[config.mk]
export PLATFORM = sky130hd
export DESIGN_NAME = axis_pkt_arbiter_flat
export DESIGN_NICKNAME = d
export VERILOG_FILES = /design/src/rtl/axis_pkt_arbiter_pkg.sv /design/src/rtl/axis_pkt_arbiter_if.sv /design/src/rtl/axis_pkt_arbiter_rr_arbiter.sv /design/src/rtl/axis_pkt_arbiter.sv /design/src/flat_wrapper.sv
export SDC_FILE = /design/constraint.sdc
export NUM_CORES = 1
export LEC_CHECK = 0
export ABC_AREA = 0
export ABC_CLOCK_PERIOD_IN_PS = 2650
export BUFFER_PORTS_ARGS = -buffer_cell sky130_fd_sc_hd__clkbuf_2
export CAP_MARGIN = 20
export CORE_MARGIN = 4
export CORE_UTILIZATION = 42
export CTS_CLUSTER_SIZE = 25
export DETAILED_ROUTE_END_ITERATION = 8
export PLACE_DENSITY = 0.78
export SYNTH_ARGS = -nofsm -noshare
export SYNTH_HDL_FRONTEND = slang
export SYNTH_SLANG_ARGS = --single-unit
[constraint.sdc]
create_clock -name aclk -period 2.65 [get_ports aclk]
set_clock_uncertainty 0.2 [all_clocks]
set_input_delay 0.1325 -clock aclk [delete_from_list [all_inputs] [get_ports aclk]]
set_output_delay 0.1325 -clock aclk [all_outputs]
set_load 0.02 [all_outputs]
[src/rtl/axis_pkt_arbiter_pkg.sv]
// ============================================================================
// axis_pkt_arbiter_pkg : shared FSM encodings and width helper for the arbiter
// Revision 1.0
// ============================================================================
`default_nettype none

package axis_pkt_arbiter_pkg;

  localparam logic [0:0] STATE_IDLE = 1'b0;
  localparam logic [0:0] STATE_BUSY = 1'b1;

  function automatic int clog2(input int n);
    int r;
    int v;
    r = 0;
    v = n - 1;
    while (v > 0) begin
      r++;
      v = v >> 1;
    end
    return r;
  endfunction

endpackage

`default_nettype wire

[src/rtl/axis_pkt_arbiter_if.sv]
// ============================================================================
// axis_pkt_arbiter_if : input streams, merged output stream and status bundle
// Revision 1.0
// ============================================================================
`default_nettype none

interface axis_pkt_arbiter_if #(
  parameter int DSIZE     = 8,
  parameter int NUM_PORTS = 4,
  parameter int IDW       = 2
);

  logic [NUM_PORTS*DSIZE-1:0] s_tdata;
  logic [NUM_PORTS-1:0]       s_tvalid;
  logic [NUM_PORTS-1:0]       s_tlast;
  logic [NUM_PORTS-1:0]       s_tready;
  logic [DSIZE-1:0]           m_tdata;
  logic                       m_tlast;
  logic [IDW-1:0]             m_tid;
  logic                       m_tvalid;
  logic                       m_tready;
  logic                       busy;
  logic [IDW-1:0]             grant;

  // Arbiter side
  modport slave (
    input  s_tdata, s_tvalid, s_tlast, m_tready,
    output s_tready, m_tdata, m_tlast, m_tid, m_tvalid, busy, grant
  );

  // Environment side: packet sources and output sink
  modport master (
    output s_tdata, s_tvalid, s_tlast, m_tready,
    input  s_tready, m_tdata, m_tlast, m_tid, m_tvalid, busy, grant
  );

endinterface

`default_nettype wire

[src/rtl/axis_pkt_arbiter_rr_arbiter.sv]
// ============================================================================
// rr_arbiter : combinational round-robin pick, searching from last+1 upward
// Revision 1.0
// ============================================================================
`default_nettype none

module rr_arbiter
  import axis_pkt_arbiter_pkg::*;
#(
  parameter int NUM_PORTS = 4,
  parameter int IDW       = 2
) (
  input  logic [NUM_PORTS-1:0] req_i,
  input  logic [IDW-1:0]       last_i,
  output logic                 any_req_o,
  output logic [IDW-1:0]       winner_o
);

  localparam logic [IDW:0] C_NUM_PORTS = (IDW+1)'(NUM_PORTS);

  logic [IDW:0]   w_sum;
  logic [IDW-1:0] w_idx;
  logic           w_found;

  assign any_req_o = |req_i;

  // Explicit modulo keeps non-power-of-two port counts from ever naming a missing port
  always_comb begin
    winner_o = '0;
    w_found  = 1'b0;
    w_sum    = '0;
    w_idx    = '0;
    for (int k = 1; k <= NUM_PORTS; k++) begin
      w_sum = {1'b0, last_i} + (IDW+1)'(k);
      if (w_sum >= C_NUM_PORTS) begin
        w_sum = w_sum - C_NUM_PORTS;
      end
      w_idx = w_sum[IDW-1:0];
      if (!w_found && req_i[w_idx]) begin
        w_found  = 1'b1;
        winner_o = w_idx;
      end
    end
  end

endmodule

`default_nettype wire

[src/rtl/axis_pkt_arbiter.sv]
// ============================================================================
// axis_pkt_arbiter : round-robin packet-granular AXIS merge, registered output
// Revision 1.0
// ============================================================================
`default_nettype none

module axis_pkt_arbiter
  import axis_pkt_arbiter_pkg::*;
#(
  parameter int DSIZE     = 8,
  parameter int NUM_PORTS = 4,
  parameter int IDW       = 2
) (
  input  logic                aclk,
  input  logic                aresetn,
  axis_pkt_arbiter_if.slave   bus
);

  localparam logic [IDW-1:0] C_LAST_RST = IDW'(NUM_PORTS - 1);

  generate
    if (IDW != clog2(NUM_PORTS) || NUM_PORTS < 2 || NUM_PORTS > 16) begin : g_bad_params
      $error("axis_pkt_arbiter: IDW must equal clog2(NUM_PORTS), NUM_PORTS in 2..16");
    end
  endgenerate

  logic [0:0]       state_q, state_d;
  logic [IDW-1:0]   last_q, last_d;
  logic [IDW-1:0]   grant_q, grant_d;
  logic [DSIZE-1:0] m_tdata_q;
  logic             m_tlast_q;
  logic [IDW-1:0]   m_tid_q;
  logic             m_tvalid_q;

  logic             w_any_req;
  logic [IDW-1:0]   w_winner;
  logic             w_slot_free;
  logic             w_sel_valid;
  logic             w_sel_last;
  logic [DSIZE-1:0] w_sel_data;
  logic             w_accept;

  rr_arbiter #(
    .NUM_PORTS (NUM_PORTS),
    .IDW       (IDW)
  ) u_rr_arbiter (
    .req_i     (bus.s_tvalid),
    .last_i    (last_q),
    .any_req_o (w_any_req),
    .winner_o  (w_winner)
  );

  assign w_slot_free = !m_tvalid_q || bus.m_tready;
  assign w_sel_valid = bus.s_tvalid[grant_q];
  assign w_sel_last  = bus.s_tlast[grant_q];
  assign w_sel_data  = bus.s_tdata[grant_q*DSIZE +: DSIZE];
  assign w_accept    = (state_q == STATE_BUSY) && w_slot_free && w_sel_valid;

  // Only the granted port ever sees ready; this is the sole comb path from m_tready
  always_comb begin
    bus.s_tready = '0;
    if ((state_q == STATE_BUSY) && w_slot_free) begin
      bus.s_tready[grant_q] = 1'b1;
    end
  end

  always_comb begin
    state_d = state_q;
    grant_d = grant_q;
    last_d  = last_q;
    case (state_q)
      STATE_IDLE: begin
        if (w_any_req) begin
          grant_d = w_winner;
          state_d = STATE_BUSY;
        end
      end
      STATE_BUSY: begin
        if (w_accept && w_sel_last) begin
          state_d = STATE_IDLE;
          last_d  = grant_q;
        end
      end
      default: state_d = STATE_IDLE;
    endcase
  end

  always_ff @(posedge aclk or negedge aresetn) begin
    if (!aresetn) begin
      state_q <= STATE_IDLE;
      last_q  <= C_LAST_RST;
      grant_q <= '0;
    end else begin
      state_q <= state_d;
      last_q  <= last_d;
      grant_q <= grant_d;
    end
  end

  always_ff @(posedge aclk or negedge aresetn) begin
    if (!aresetn) begin
      m_tdata_q  <= '0;
      m_tlast_q  <= 1'b0;
      m_tid_q    <= '0;
      m_tvalid_q <= 1'b0;
    end else if (w_accept) begin
      m_tdata_q  <= w_sel_data;
      m_tlast_q  <= w_sel_last;
      m_tid_q    <= grant_q;
      m_tvalid_q <= 1'b1;
    end else if (bus.m_tready) begin
      m_tvalid_q <= 1'b0;
    end
  end

  assign bus.m_tdata  = m_tdata_q;
  assign bus.m_tlast  = m_tlast_q;
  assign bus.m_tid    = m_tid_q;
  assign bus.m_tvalid = m_tvalid_q;
  assign bus.busy     = (state_q == STATE_BUSY);
  assign bus.grant    = grant_q;

endmodule

`default_nettype wire

[src/flat_wrapper.sv]
// flat-port wrapper written by rule: the top's interface ports become plain ports
module axis_pkt_arbiter_flat import axis_pkt_arbiter_pkg::*;
#(
  parameter int DSIZE     = 8,
  parameter int NUM_PORTS = 4,
  parameter int IDW       = 2
)
  (aclk, aresetn, bus_s_tdata, bus_s_tvalid, bus_s_tlast, bus_m_tready, bus_s_tready, bus_m_tdata, bus_m_tlast, bus_m_tid, bus_m_tvalid, bus_busy, bus_grant);
  axis_pkt_arbiter_if #(.DSIZE(DSIZE), .NUM_PORTS(NUM_PORTS), .IDW(IDW)) bus_i ();
  input  logic aclk;
  input  logic aresetn;
  input wire logic [$bits(bus_i.s_tdata)-1:0] bus_s_tdata;
  input wire logic [$bits(bus_i.s_tvalid)-1:0] bus_s_tvalid;
  input wire logic [$bits(bus_i.s_tlast)-1:0] bus_s_tlast;
  input wire logic [$bits(bus_i.m_tready)-1:0] bus_m_tready;
  output wire logic [$bits(bus_i.s_tready)-1:0] bus_s_tready;
  output wire logic [$bits(bus_i.m_tdata)-1:0] bus_m_tdata;
  output wire logic [$bits(bus_i.m_tlast)-1:0] bus_m_tlast;
  output wire logic [$bits(bus_i.m_tid)-1:0] bus_m_tid;
  output wire logic [$bits(bus_i.m_tvalid)-1:0] bus_m_tvalid;
  output wire logic [$bits(bus_i.busy)-1:0] bus_busy;
  output wire logic [$bits(bus_i.grant)-1:0] bus_grant;
  assign bus_i.s_tdata = bus_s_tdata;
  assign bus_i.s_tvalid = bus_s_tvalid;
  assign bus_i.s_tlast = bus_s_tlast;
  assign bus_i.m_tready = bus_m_tready;
  assign bus_s_tready = bus_i.s_tready;
  assign bus_m_tdata = bus_i.m_tdata;
  assign bus_m_tlast = bus_i.m_tlast;
  assign bus_m_tid = bus_i.m_tid;
  assign bus_m_tvalid = bus_i.m_tvalid;
  assign bus_busy = bus_i.busy;
  assign bus_grant = bus_i.grant;
  axis_pkt_arbiter #(.DSIZE(DSIZE), .NUM_PORTS(NUM_PORTS), .IDW(IDW)) u_core (.aclk(aclk), .aresetn(aresetn), .bus(bus_i));
endmodule
==> flow_metrics.env <==
export IMPL_status="finished, final reports clean"
export IMPL_drv_cap=0
export IMPL_numCtsBuffers=3
export IMPL_vdd_drop_max_mv=0.6191
export IMPL_area_delta_synth_final_pct=37.30
export IMPL_tns_ns=0
export IMPL_drtAntennaViolNets=0
export IMPL_cp_slowest_cell="dlygate4sd3_1"
export IMPL_fmax_mhz=508.2
export IMPL_first_pass_iters=4
export IMPL_root_buffer="clkbuf_4"
export IMPL_vias_per_cell=5.312
export IMPL_synth_most_common_cell="dfrtp_1"
export IMPL_synth_fp_nets=120
export IMPL_period_share_pct=74.25
export IMPL_avgSynthCellArea_um2=13.11
export IMPL_ys_top_cells_by_count="dfrtp_1 (15), mux4_2 (10), nand2_1 (8)"
export IMPL_io_buffer_count=61
export IMPL_clockBufferDepth=2
export IMPL_fin_crit_ns=1.968
export IMPL_netlist_area_um2=1010
export IMPL_rsz0062_at_grt="false"
export IMPL_synth_top_area_share_pct=37.17
export IMPL_grt_overflow=0
export IMPL_hold_viol_final=0
export IMPL_yosys_top_cells_area="dfrtp_1 (37%), mux4_2 (22%), mux2_4 (7.4%), mux2_2 (5.6%), dfstp_2 (5.2%)"
export IMPL_path_clk_slew_ns=0.10
export IMPL_r2r_cells=3
export IMPL_ys_ff_latch=17
export IMPL_wl_mm=2.683
export IMPL_diodes=0
export IMPL_end_kind="flop"
export IMPL_worst_ep_arrival_time_ns=1.95
export IMPL_setup_violations_final=0
export IMPL_worstMarginPinSlew_ns=0.4220
export IMPL_clock_sinks=17
export IMPL_drc=0
export IMPL_slew_headroom_pct=71.87
export IMPL_worstHoldPathType="input pin to flop"
export IMPL_rows=17
export IMPL_ioPinCount=62
export IMPL_startpoint_type="input pin"
export IMPL_avgRoutedWirePerCell_um=15.78
export IMPL_slew_violations=0
export IMPL_grt_pass1_vias=911
export IMPL_grt_first_pass_wirelength_mm=4.409
export IMPL_syn_inst=77
export IMPL_fin_area_um2=1386
export IMPL_ys_types=26
export IMPL_nets=186
export IMPL_drt_iter0_markers=21
export IMPL_htree_levels=1
export IMPL_hold_slack_ns=0.008382
export IMPL_dieArea_um2=3252
export IMPL_cp_slowest_stage_delay_ns=0.53
export IMPL_die_w_um=57.03
export IMPL_worstSetupPathType="input pin to flop"
export IMPL_gp_congestion=0.7885
export IMPL_required_ns=2.64
export IMPL_post_dp_cell_area_um2=1340
export IMPL_yosysWarnings=0
export IMPL_antenna_found_initial=0
export IMPL_core_um2=2255
export IMPL_leakagePower_uw=0.0007106
export IMPL_synth_edff_count=0
export IMPL_cts_tree="yes"
export IMPL_start_util_pct=44.78
export IMPL_whs_path_depth=3
export IMPL_layout_drive_gt1_share_pct=62.68
export IMPL_grt_usage_pct=17.78
export IMPL_cp_max_fo=13
export IMPL_synth_top_cell_by_area="dfrtp_1"
export IMPL_via_count=903
export IMPL_grt_max_degree=18
export IMPL_worstSkewPairLatency_ns=0.29
export IMPL_ys_seq_area_share_pct=42.38
export IMPL_hpwl_mm=2.176
export IMPL_dieHeight_um=57.03
export IMPL_synthArstFlopShare_pct=100.0
export IMPL_cp_cell_sequence="dlygate4sd3_1, clkbuf_2, mux4_2, nand3_2, mux2_2"
export IMPL_powerDensity_nw_per_um2=1203
export IMPL_synthFlopType="dfrtp_1"
[cell usage in the layout, fill, tap and decap left out, drive strengths merged, types with 3 or more instances in the layout]
cell    instances
mux4           10
nand2           8
nor2            3
inv             3
dfrtp          15
clkbuf         65
o21ai           4
mux2           10
[critical path: cells and delay by family]
family	cells	cell delay (ns)
multiplexers	2	0.86
buffers and inverters	2	0.68
AND/OR/NAND/NOR	1	0.28
[logic make-up (layout without fill, tap and decap cells)]
group           after synthesis  after routing  synth area share, %
compound gates               10             10                6.197
buf+inv                       7             72                3.593
flops                        17             17                42.38
mux                          22             22                37.30
simple gates                 21             21                10.53
[through the flow]
stage          std cells  worst slack (ns)  utilization [%]  power [uW]
6_report             170            0.6824            61.49        1668
5_1_grt              170            0.6021            61.49        1779
4_1_cts              170            0.6914            61.49        1685
3_5_place_dp         164            0.7411            59.43        1542
3_3_place_gp         164            0.7942            59.43        1502
2_1_floorplan         77            0.6449                -        1259
[worst paths after layout]
kind	startpoint	slack, ns	to
worst min register to register	u_core.bus.m_tid[1]	0.29	u_core.bus.m_tid[1]
worst max-delay path	bus_s_tvalid[2]	0.68	u_core.bus.m_tdata[1]
min in group asynchronous	aresetn	0.10	u_core.bus.m_tdata[5]
worst max register to register	u_core.bus.grant[0]	0.75	u_core.bus.m_tdata[4]
max in group asynchronous	aresetn	1.82	u_core.last_q[0]
worst min-delay path	bus_s_tvalid[3]	0.008	u_core.bus.grant[1]
[cell type report]
class                           count  area [um2]
Fill cell                         190       868.3
Inverter                            3       11.26
Timing Repair Buffer               65       340.3
Clock buffer                        4       26.28
Sequential cell                    17       427.9
Multi-Input combinational cell     53       545.5
Tap cell                           28       35.03
[flip-flops by register name, summed over array words and instances, names as in the netlist]
name                 count
u_core.bus.m_tdata       8
u_core.last_q            2
u_core.bus.grant         2
u_core.bus.m_tlast       1
u_core.bus.busy          1
u_core.bus.m_tid         2
u_core.bus.m_tvalid      1
[report_power, final]
group | leakage [uW] | internal, uW | switching (uW) | total, uW
registers | 0.000197 | 405 | 105 | 510
clock network | 0.0000150 | 58.6 | 81.2 | 140
logic | 0.000499 | 489 | 529 | 1020
[routing by layer]
| layer | global-route usage, % | share of wire, % | vias to the layer above |
|---|---|---|---|
| met4 | 6.954 | 1.7 | 0 |
| met3 | 2.715 | 7.9 | 5 |
| li1 | - | - | 422 |
| met1 | 20.72 | 37 | 437 |
| met2 | 32.46 | 53 | 39 |
| met5 | 0 | 0 | - |
[what timing repair did]
item / 4_1_cts / 5_1_grt
hold buffers: 2 / 0
buffers inserted: 0 / 0
endpoints found under the hold margin: 18 / 0
gates resized for setup: 0 / 0
No activity file was read; power rests on OpenSTA's default activity.
